## config.mk

```make
export PLATFORM = sky130hd
export DESIGN_NAME = nios_system_pio_master_flat
export DESIGN_NICKNAME = d
export VERILOG_FILES = /design/src/rtl/nios_system_pio_master_if.sv /design/src/rtl/nios_system_pio_master.sv /design/src/flat_wrapper.sv
export SDC_FILE = /design/constraint.sdc
export NUM_CORES = 1
export LEC_CHECK = 0
export CORE_ASPECT_RATIO = 0.8
export CORE_MARGIN = 4
export CORE_UTILIZATION = 36
export DETAILED_ROUTE_END_ITERATION = 10
export PLACE_DENSITY = 0.74
export SYNTH_ARGS = -nofsm -noshare
export SYNTH_HDL_FRONTEND = slang
export SYNTH_SLANG_ARGS = --single-unit
```

## constraint.sdc

```tcl
create_clock -name clk -period 1.4 [get_ports clk]
set_input_delay 0.28 -clock clk [delete_from_list [all_inputs] [get_ports clk]]
set_output_delay 0.28 -clock clk [all_outputs]
set_load 0.005 [all_outputs]
```

## src/rtl/nios_system_pio_master_if.sv

```systemverilog
// Bundle of command, response and Avalon-MM bus signals for the PIO master.
// The master modport is the initiator's view. The slave modport is the
// environment's view: command producer, response consumer and bus slave.
interface nios_system_pio_master_if #(
  parameter int DATA_WIDTH = 32,
  parameter int ADDR_WIDTH = 2
);
  logic                  cmd_valid;
  logic                  cmd_ready;
  logic                  cmd_write;
  logic [ADDR_WIDTH-1:0] cmd_address;
  logic [DATA_WIDTH-1:0] cmd_wdata;
  logic                  rsp_valid;
  logic                  rsp_ready;
  logic [DATA_WIDTH-1:0] rsp_data;
  logic [ADDR_WIDTH-1:0] address;
  logic                  chipselect;
  logic                  write_n;
  logic [DATA_WIDTH-1:0] writedata;
  logic [DATA_WIDTH-1:0] readdata;

  modport master (
    input  cmd_valid, cmd_write, cmd_address, cmd_wdata, rsp_ready, readdata,
    output cmd_ready, rsp_valid, rsp_data, address, chipselect, write_n, writedata
  );

  modport slave (
    output cmd_valid, cmd_write, cmd_address, cmd_wdata, rsp_ready, readdata,
    input  cmd_ready, rsp_valid, rsp_data, address, chipselect, write_n, writedata
  );
endinterface

```

## src/rtl/nios_system_pio_master.sv

```systemverilog
// Single-outstanding Avalon-MM initiator for PIO-style registers.
// A command is latched in IDLE, strobed on the bus for one cycle, and for
// reads the slave data is captured READ_LATENCY clocks after the strobe and
// held on the response channel until the consumer takes it.
module nios_system_pio_master #(
  parameter int DATA_WIDTH   = 32,
  parameter int ADDR_WIDTH   = 2,
  parameter int READ_LATENCY = 1
) (
  input  logic clk,
  input  logic reset,
  nios_system_pio_master_if.master bus,
  output logic busy
);

  // Out-of-range latencies fall back to 1 so the 2-bit counter never wraps.
  localparam int          LAT_EFF  = (READ_LATENCY >= 1 && READ_LATENCY <= 4) ? READ_LATENCY : 1;
  localparam logic [1:0]  CNT_LOAD = 2'(LAT_EFF - 1);

  typedef enum logic [2:0] {
    IDLE,
    WRITE,
    READ,
    WAIT,
    RESP
  } state_t;

  state_t                state_q, state_d;
  logic [1:0]            cnt_q, cnt_d;
  logic [ADDR_WIDTH-1:0] address_q, address_d;
  logic [DATA_WIDTH-1:0] writedata_q, writedata_d;
  logic                  chipselect_q, chipselect_d;
  logic                  write_n_q, write_n_d;
  logic                  rsp_valid_q, rsp_valid_d;
  logic [DATA_WIDTH-1:0] rsp_data_q, rsp_data_d;

  // Next-state and next-output decode; the strobe is computed one cycle
  // ahead so chipselect/write_n come straight from flops.
  always_comb begin
    state_d      = state_q;
    cnt_d        = cnt_q;
    address_d    = address_q;
    writedata_d  = writedata_q;
    chipselect_d = 1'b0;
    write_n_d    = 1'b1;
    rsp_valid_d  = rsp_valid_q;
    rsp_data_d   = rsp_data_q;

    case (state_q)
      IDLE: begin
        if (bus.cmd_valid) begin
          address_d    = bus.cmd_address;
          chipselect_d = 1'b1;
          if (bus.cmd_write) begin
            writedata_d = bus.cmd_wdata;
            write_n_d   = 1'b0;
            state_d     = WRITE;
          end else begin
            state_d = READ;
          end
        end
      end
      WRITE: begin
        state_d = IDLE;
      end
      READ: begin
        cnt_d   = CNT_LOAD;
        state_d = WAIT;
      end
      WAIT: begin
        if (cnt_q == 2'd0) begin
          rsp_data_d  = bus.readdata;
          rsp_valid_d = 1'b1;
          state_d     = RESP;
        end else begin
          cnt_d = cnt_q - 2'd1;
        end
      end
      RESP: begin
        if (bus.rsp_ready) begin
          rsp_valid_d = 1'b0;
          state_d     = IDLE;
        end
      end
      default: begin
        state_d = IDLE;
      end
    endcase
  end

  // State and registered-output flops with synchronous reset.
  always_ff @(posedge clk) begin
    if (reset) begin
      state_q      <= IDLE;
      cnt_q        <= 2'd0;
      address_q    <= '0;
      writedata_q  <= '0;
      chipselect_q <= 1'b0;
      write_n_q    <= 1'b1;
      rsp_valid_q  <= 1'b0;
      rsp_data_q   <= '0;
    end else begin
      state_q      <= state_d;
      cnt_q        <= cnt_d;
      address_q    <= address_d;
      writedata_q  <= writedata_d;
      chipselect_q <= chipselect_d;
      write_n_q    <= write_n_d;
      rsp_valid_q  <= rsp_valid_d;
      rsp_data_q   <= rsp_data_d;
    end
  end

  assign bus.cmd_ready  = (state_q == IDLE);
  assign busy           = (state_q != IDLE);
  assign bus.address    = address_q;
  assign bus.writedata  = writedata_q;
  assign bus.chipselect = chipselect_q;
  assign bus.write_n    = write_n_q;
  assign bus.rsp_valid  = rsp_valid_q;
  assign bus.rsp_data   = rsp_data_q;

endmodule

```

## src/flat_wrapper.sv

```systemverilog
// flat-port wrapper written by rule: the top's interface ports become plain ports
module nios_system_pio_master_flat 
#(
  parameter int DATA_WIDTH   = 32,
  parameter int ADDR_WIDTH   = 2,
  parameter int READ_LATENCY = 1
)
  (clk, reset, busy, bus_cmd_valid, bus_cmd_write, bus_cmd_address, bus_cmd_wdata, bus_rsp_ready, bus_readdata, bus_cmd_ready, bus_rsp_valid, bus_rsp_data, bus_address, bus_chipselect, bus_write_n, bus_writedata);
  nios_system_pio_master_if #(.DATA_WIDTH(DATA_WIDTH), .ADDR_WIDTH(ADDR_WIDTH)) bus_i ();
  input  logic clk;
  input  logic reset;
  output logic busy;
  input wire logic [$bits(bus_i.cmd_valid)-1:0] bus_cmd_valid;
  input wire logic [$bits(bus_i.cmd_write)-1:0] bus_cmd_write;
  input wire logic [$bits(bus_i.cmd_address)-1:0] bus_cmd_address;
  input wire logic [$bits(bus_i.cmd_wdata)-1:0] bus_cmd_wdata;
  input wire logic [$bits(bus_i.rsp_ready)-1:0] bus_rsp_ready;
  input wire logic [$bits(bus_i.readdata)-1:0] bus_readdata;
  output wire logic [$bits(bus_i.cmd_ready)-1:0] bus_cmd_ready;
  output wire logic [$bits(bus_i.rsp_valid)-1:0] bus_rsp_valid;
  output wire logic [$bits(bus_i.rsp_data)-1:0] bus_rsp_data;
  output wire logic [$bits(bus_i.address)-1:0] bus_address;
  output wire logic [$bits(bus_i.chipselect)-1:0] bus_chipselect;
  output wire logic [$bits(bus_i.write_n)-1:0] bus_write_n;
  output wire logic [$bits(bus_i.writedata)-1:0] bus_writedata;
  assign bus_i.cmd_valid = bus_cmd_valid;
  assign bus_i.cmd_write = bus_cmd_write;
  assign bus_i.cmd_address = bus_cmd_address;
  assign bus_i.cmd_wdata = bus_cmd_wdata;
  assign bus_i.rsp_ready = bus_rsp_ready;
  assign bus_i.readdata = bus_readdata;
  assign bus_cmd_ready = bus_i.cmd_ready;
  assign bus_rsp_valid = bus_i.rsp_valid;
  assign bus_rsp_data = bus_i.rsp_data;
  assign bus_address = bus_i.address;
  assign bus_chipselect = bus_i.chipselect;
  assign bus_write_n = bus_i.write_n;
  assign bus_writedata = bus_i.writedata;
  nios_system_pio_master #(.DATA_WIDTH(DATA_WIDTH), .ADDR_WIDTH(ADDR_WIDTH), .READ_LATENCY(READ_LATENCY)) u_core (.clk(clk), .reset(reset), .bus(bus_i), .busy(busy));
endmodule
```

==> results of run 1 <==
==> cell usage after synthesis <==
cell type	instances
nor4bb_1	1
buf_2	12
a21o_1	1
nor3_1	2
mux2i_1	2
a21oi_1	68
nor4b_4	1
and4b_1	1
o31ai_1	1
a211oi_1	1
nand2_1	65
inv_1	4
nor2_1	4
a2111oi_0	3
buf_4	3
nand2b_1	3
ha_1	1
o21ai_0	2
nand3b_1	1
nand3_1	32
clkbuf_1	17
or3_1	1
nand4b_1	1
and2_1	1
a21bo_2	32
dfxtp_1	74
nor2b_1	3
==> report_power, final <==
part	switching, uW	leakage, uW	internal, uW
Clock	783	0.000123	1280
Sequential	40.7	0.000606	2190
Combinational	369	0.00138	536
Total	1190	0.00211	4010
==> area by class of cell <==
cell class,instances,area [sq um]
fill,682,2950
timing repair buffer,166,1670
sequential,74,1500
multi-input combinational,227,1430
clock buffer,12,155
tap,108,135
clock inverter,4,97.6
inverter,4,15.0
==> kinds of logic after synthesis <==
family                     count (synthesis)
buffers and inverters                     36
and+or+nand+nor                          116
adders and majority gates                  1
AOI/OAI and AO/OA                        108
DFF                                       74
muxes                                      2
==> how the worst min path moves through the flow <==
stage | startpoint | endpoint | slack [ps] | cells after the start
after floorplan | bus_readdata[0] | u_core.bus.rsp_data[0] | 420 | 2
after global placement | u_core.bus.rsp_data[5] | u_core.bus.rsp_data[5] | 440 | 2
after detailed placement | u_core.bus.rsp_data[17] | u_core.bus.rsp_data[17] | 450 | 2
after CTS | reset | u_core.state_q[1] | 200 | 2
after global routing | reset | u_core.state_q[1] | 200 | 2
final | reset | u_core.state_q[1] | 220 | 2
==> what timing repair did <==
| action | 4_1_cts | 5_1_grt |
|---|---|---|
| pin swaps | 4 | 4 |
| endpoints found under the setup margin | 74 | 64 |
| setup buffers | 7 | 0 |
| gates cloned | 2 | 3 |
| gates resized for setup | 106 | 23 |
==> metal layers <==
| layer | up-vias | share of wire | global-route usage |
|---|---|---|---|
| met2 | 85 | 0.46 | 0.276 |
| met1 | 1306 | 0.44 | 0.209 |
| met5 | - | 0 | 0 |
| met4 | 0 | 0.019 | 0.0528 |
| li1 | 1441 | - | - |
| met3 | 12 | 0.075 | 0.0627 |
==> stage by stage <==
stage | hold slack (ps) | instance area (sq um)
floorplan | 416 | 2930
global placement | 441 | 4490
detailed placement | 446 | 4490
CTS | 202 | 4830
global route | 197 | 5000
finish | 218 | 5000
==> worst register-to-register path: stages (launching register included) <==
cell and delay, ps:
dfxtp_4 360, buf_6 120, buf_6 120, or3_4 410
a2111oi_2 300
==> state kept, by name, summed over array words and instances, names as in the netlist <==
register               cells
u_core.bus.writedata      32
u_core.state_q             3
u_core.bus.address         2
u_core.cnt_q               2
u_core.bus.chipselect      1
u_core.bus.rsp_data       32
u_core.bus.write_n         1
u_core.bus.rsp_valid       1
==> run_results.csv, run 1 <==
group,metric,value,unit
status,status,"finished with violations",
status,violations,"negative setup slack",
worst_setup_path,worst-r2r-setup-slack,-20,ps
worst_setup_path,path_depth,4,
place,pre_cts_ws,-326,ps
logic_synthesis,synth-xor-area-share,0,
die,core_area,0.00795,sq mm
worst_setup_path,worstSetupPathType,"flop to flop",
cts,insertion_delay,340,ps
logic_synthesis,synthTopCellsByArea,"dfxtp_1 (50%), a21oi_1 (12%), a21bo_2 (11%)",
place,portBuffers,141,
finish,final_util,0.629,
logic_synthesis,synth_top_family_by_area,"compound AO/OA/AOI/OAI gates",
logic_synthesis,ys_warn_count,0,
worst_setup_path,crit_chain,"buf_6 > buf_6 > or3_4 > a2111oi_2",
logic_synthesis,synth_compound_area_frac,0.245,
logic_synthesis,synth_nets,409,
grt,grt_pass1_vias,2645,
worst_setup_path,cp-end-kind,"flop",
worst_setup_path,cp-endpoint,"u_core.state_q[0]",
cts,root_buffer,"clkbuf_8",
logic_synthesis,synth_area,0.00293,sq mm
sta,finalSetupViolCount,5,
worst_setup_path,cpMostUsedCell,"buf_6",
pwr,power.total,5200,uW
worst_setup_path,path_max_fanout,7,
sta,finClkSkew,8.66,ps
die,die_h,88.7,microns
sta,fin_crit_sh,1.01,
cts,cts_max_path_buffers,2,
logic_synthesis,synth_mux_area_frac,0.00682,
worst_setup_path,cpPeakStageDelay,410,ps
route,drc,0,
route,wl_per_cell,14.5,microns
sta,rsz0062_at_grt,"true",
sta,period_needed,1420,ps
grt,antenna_found_initial,0,
worst_setup_path,worstPathArrival,1650,ps
sta,relSlewSlack,0.634,
logic_synthesis,synth_seq_area_share,0.505,
worst_setup_path,worstReg2RegStart,"u_core.state_q[0]",
cts,clk_pin_slew,80,ps
grt,track_usage,0.169,
finish,antenna_cells,0,
worst_setup_path,start_kind,"flop",
route,ant_nets,0,
cts,cts_tree,"yes",
logic_synthesis,synth-seq-cells,74,
worst_setup_path,required,1630,ps
die,die_w,109,microns
finish,layout_common_cells,"dlygate4sd2_1 (69), clkdlybuf4s50_1 (68), nand2_1 (65)",
cts,postCtsHoldBufs,0,
logic_synthesis,synth_area_leader_cell,"dfxtp_1",
cts,cts_made_buffers,9,
sta,tns,-46.5,ps
cts,cts_sinks,74,
worst_setup_path,r2r_end,"u_core.state_q[0]",
logic_synthesis,syn-instance-count,337,
worst_setup_path,cpMaxStageDelayCell,"or3_4",
cts,htreeDepth,3,
route,firstDrtPassIters,4,
grt,grt_max_degree,36,
route,vias,2844,
route,finalWirelength,8640,microns
worst_setup_path,crit_start,"u_core.state_q[0]",
die,dieArea,0.00967,sq mm
sta,fmax,704,MHz
logic_synthesis,yosys.area_share.simple,0.184,
worst_setup_path,reg2reg_depth,4,
finish,final_nets,554,
finish,final_common_cell,"dlygate4sd2_1",
logic_synthesis,synth_fa_ha_area_frac,0.00426,
sta,worst_pin_slew,548,ps
place,dp.cells,568,
grt,grt_pass1_wl,12900,microns
pwr,leakagePower,0.00211,uW
place,hpwl,5500,microns
finish,areaGrowthSynthToFinish,70.3,%
worst_setup_path,crit_family,"simple AND/OR/NAND/NOR gates",
hold_path,hold_path.class,"input port to flop",
sta,hold_viol_final,0,
sta,final.setup.worst_slack,-20.5,ps
pwr,vdd_drop_max,523,uV
die,start_util,0.369,
logic_synthesis,syn_area_per_cell,8.71,sq um
logic_synthesis,synth_top_area_frac,0.505,
route,drt_iter0_markers,67,
finish,fin_cells,595,
die,rows,29,
worst_setup_path,crit_buf_inv,2,
finish,drive_above_1_share,0.232,
job,drv_cap,0,
route,post_drt_via_cell_ratio,4.78,
logic_synthesis,ys_types,27,
grt,overflow,0,
place,gp_congestion,0.689,
die,boundaryPins,142,
pwr,p_per_area,1040,mW/mm^2
sta,maxSlewViolCount,0,
(Power assumes the default switching activity.)
==> run 2, diff against run 1 <==
==> constraint.sdc (replaced) <==
create_clock -name clk -period 1.4 [get_ports clk]
set_input_delay 0.14 -clock clk [delete_from_list [all_inputs] [get_ports clk]]
set_output_delay 0.14 -clock clk [all_outputs]
set_load 0.005 [all_outputs]
==> run_results.csv, run 2 (same netlist as run 1, synthesis figures left out) <==
group,metric,value,unit
cts,clk_pin_slew,70,ps
pwr,comb_power_share,0.181,
sta,finClkSkew,9.37,ps
worst_setup_path,worstSetupPathType,"flop to flop",
finish,final_common_cell,"clkdlybuf4s50_1",
sta,final.setup.worst_slack,-36.0,ps
sta,fmax,696,MHz
finish,layout_common_cells,"clkdlybuf4s50_1 (133), dfxtp_1 (69), nand2_1 (65)",
sta,relSlewSlack,0.653,
worst_setup_path,worst-r2r-setup-slack,-40,ps
grt,track_usage,0.164,
sta,finalSetupViolCount,30,
cts,htreeDepth,3,
route,finalWirelength,8960,microns
place,portBuffers,141,
pwr,leakagePower,0.00185,uW
worst_setup_path,crit_chain,"buf_6 > nor4b_4 > buf_6 > clkbuf_16 > a21bo_2 > a21oi_1",
sta,fin_hold_ws,151,ps
sta,period_needed,1440,ps
cts,cts_tree,"yes",
sta,fin_crit_sh,1.03,
place,dp.cells,570,
worst_setup_path,cp-end-kind,"flop",
worst_setup_path,cpMaxStageDelayCell,"dfxtp_4",
die,boundaryPins,142,
worst_setup_path,crit_start,"u_core.state_q[1]",
sta,hold_viol_final,0,
pwr,vdd_drop_max,663,uV
worst_setup_path,path_max_fanout,16,
route,ant_nets,0,
worst_setup_path,cpMostUsedCell,"buf_6",
sta,rsz0062_at_grt,"true",
grt,antenna_found_initial,0,
route,post_drt_via_cell_ratio,4.87,
place,gp_congestion,0.710,
worst_setup_path,start_kind,"flop",
cts,cts_made_buffers,9,
die,die_h,88.7,microns
finish,areaGrowthSynthToFinish,70.4,%
pwr,p_per_area,997,mW/mm^2
pwr,power.share.clock,0.371,
worst_setup_path,reg2reg_depth,6,
cts,cts_max_path_buffers,2,
die,rows,29,
grt,grt_pass1_wl,12600,microns
worst_setup_path,cpPeakStageDelay,350,ps
finish,drive_above_1_share,0.205,
hold_path,hold_depth,3,
die,core_area,0.00795,sq mm
worst_setup_path,r2r_end,"u_core.bus.writedata[2]",
route,wl_per_cell,15.1,microns
sta,maxSlewViolCount,0,
route,drc,0,
die,dieArea,0.00967,sq mm
sta,tns,-604,ps
route,vias,2896,
grt,grt_pass1_vias,2697,
place,hpwl,5630,microns
finish,final_nets,555,
status,status,"finished with violations",
die,die_w,109,microns
pwr,netSwitchingFraction,0.233,
die,start_util,0.369,
worst_setup_path,worstPathArrival,1660,ps
pwr,power_frac_seq,0.447,
pwr,p_int,3820,uW
cts,root_buffer,"clkbuf_8",
cts,cts_sinks,74,
grt,grt_max_degree,67,
finish,antenna_cells,0,
grt,overflow,0,
hold_path,hold_path.class,"input port to flop",
pwr,power.switching,1160,uW
worst_setup_path,worstReg2RegStart,"u_core.state_q[1]",
status,violations,"negative setup slack",
sta,worst_pin_slew,520,ps
job,drv_cap,0,
worst_setup_path,required,1630,ps
cts,postCtsHoldBufs,0,
route,drt_iter0_markers,122,
worst_setup_path,cp-endpoint,"u_core.bus.writedata[2]",
route,firstDrtPassIters,4,
finish,fin_cells,595,
cts,insertion_delay,340,ps
[run 2: cell types whose count changed in the layout (fill, tap and decap cells not counted), moves of 2 or more]
cell and delta:
dlygate4sd2_1 -68, clkdlybuf4s50_1 +65, a21oi_1 +7, a21oi_2 -7, dfxtp_1 +6, dfxtp_2 -6, dlymetal6s2s_1 +4, buf_16 -2
[run 2: layout make-up]
cell class / instances / area (sq um)
clock buffer: 11 / 151
clock inverter: 4 / 75.1
fill: 663 / 2950
inverter: 4 / 15.0
multi-input combinational: 227 / 1390
sequential: 74 / 1490
tap: 108 / 135
timing repair buffer: 167 / 1750
[run 2: worst min-delay path by stage]
stage | slack (ps) | from | end
2_1_floorplan | 280 | bus_readdata[0] | u_core.bus.rsp_data[0]
3_3_place_gp | 440 | u_core.bus.rsp_data[5] | u_core.bus.rsp_data[5]
3_5_place_dp | 450 | u_core.bus.rsp_data[15] | u_core.bus.rsp_data[15]
4_1_cts | 100 | bus_cmd_write | u_core.state_q[0]
5_1_grt | 140 | bus_cmd_write | u_core.state_q[0]
6_report | 150 | bus_cmd_write | u_core.state_q[0]
[run 2: stage by stage]
| step | util | setup slack (ps) | power, uW | cell area [sq um] |
|---|---|---|---|---|
| after floorplan | - | 27.5 | 2590 | 2930 |
| after global placement | 0.566 | -154 | 3030 | 4490 |
| after detailed placement | 0.566 | -188 | 3050 | 4490 |
| after CTS | 0.599 | -62.4 | 4930 | 4760 |
| after global routing | 0.629 | -112 | 5210 | 5000 |
| final | 0.629 | -36.0 | 4990 | 5000 |
[run 2: layer usage]
metal / vias up / wire length, microns / global-route usage
li1: 1436 / - / -
met1: 1370 / 4010 / 0.201
met2: 81 / 4270 / 0.267
met3: 9 / 582 / 0.0671
met4: 0 / 100 / 0.0436
met5: - / 0 / 0
[run 2: power by group through the flow]
stage	clock network, uW	logic, uW	registers, uW
2_1_floorplan	0	315	2280
3_3_place_gp	0	755	2280
3_5_place_dp	0	767	2280
4_1_cts	1900	788	2230
5_1_grt	1990	976	2240
6_report	1850	904	2230
[run 2: timing repair]
action,in CTS,in global routing
pin swaps,17,5
gates resized for setup,15,32
endpoints found under the setup margin,13,57
buffers inserted,1,3
gates cloned,0,6
[run 2: worst max-delay path: cells and delay by family (launching register included)]
kind	cells	cell delay (ps)
flip-flops	1	350
AO/OA/AOI/OAI	2	190
AND/OR/NAND/NOR	1	270
buffers and inverters	3	510
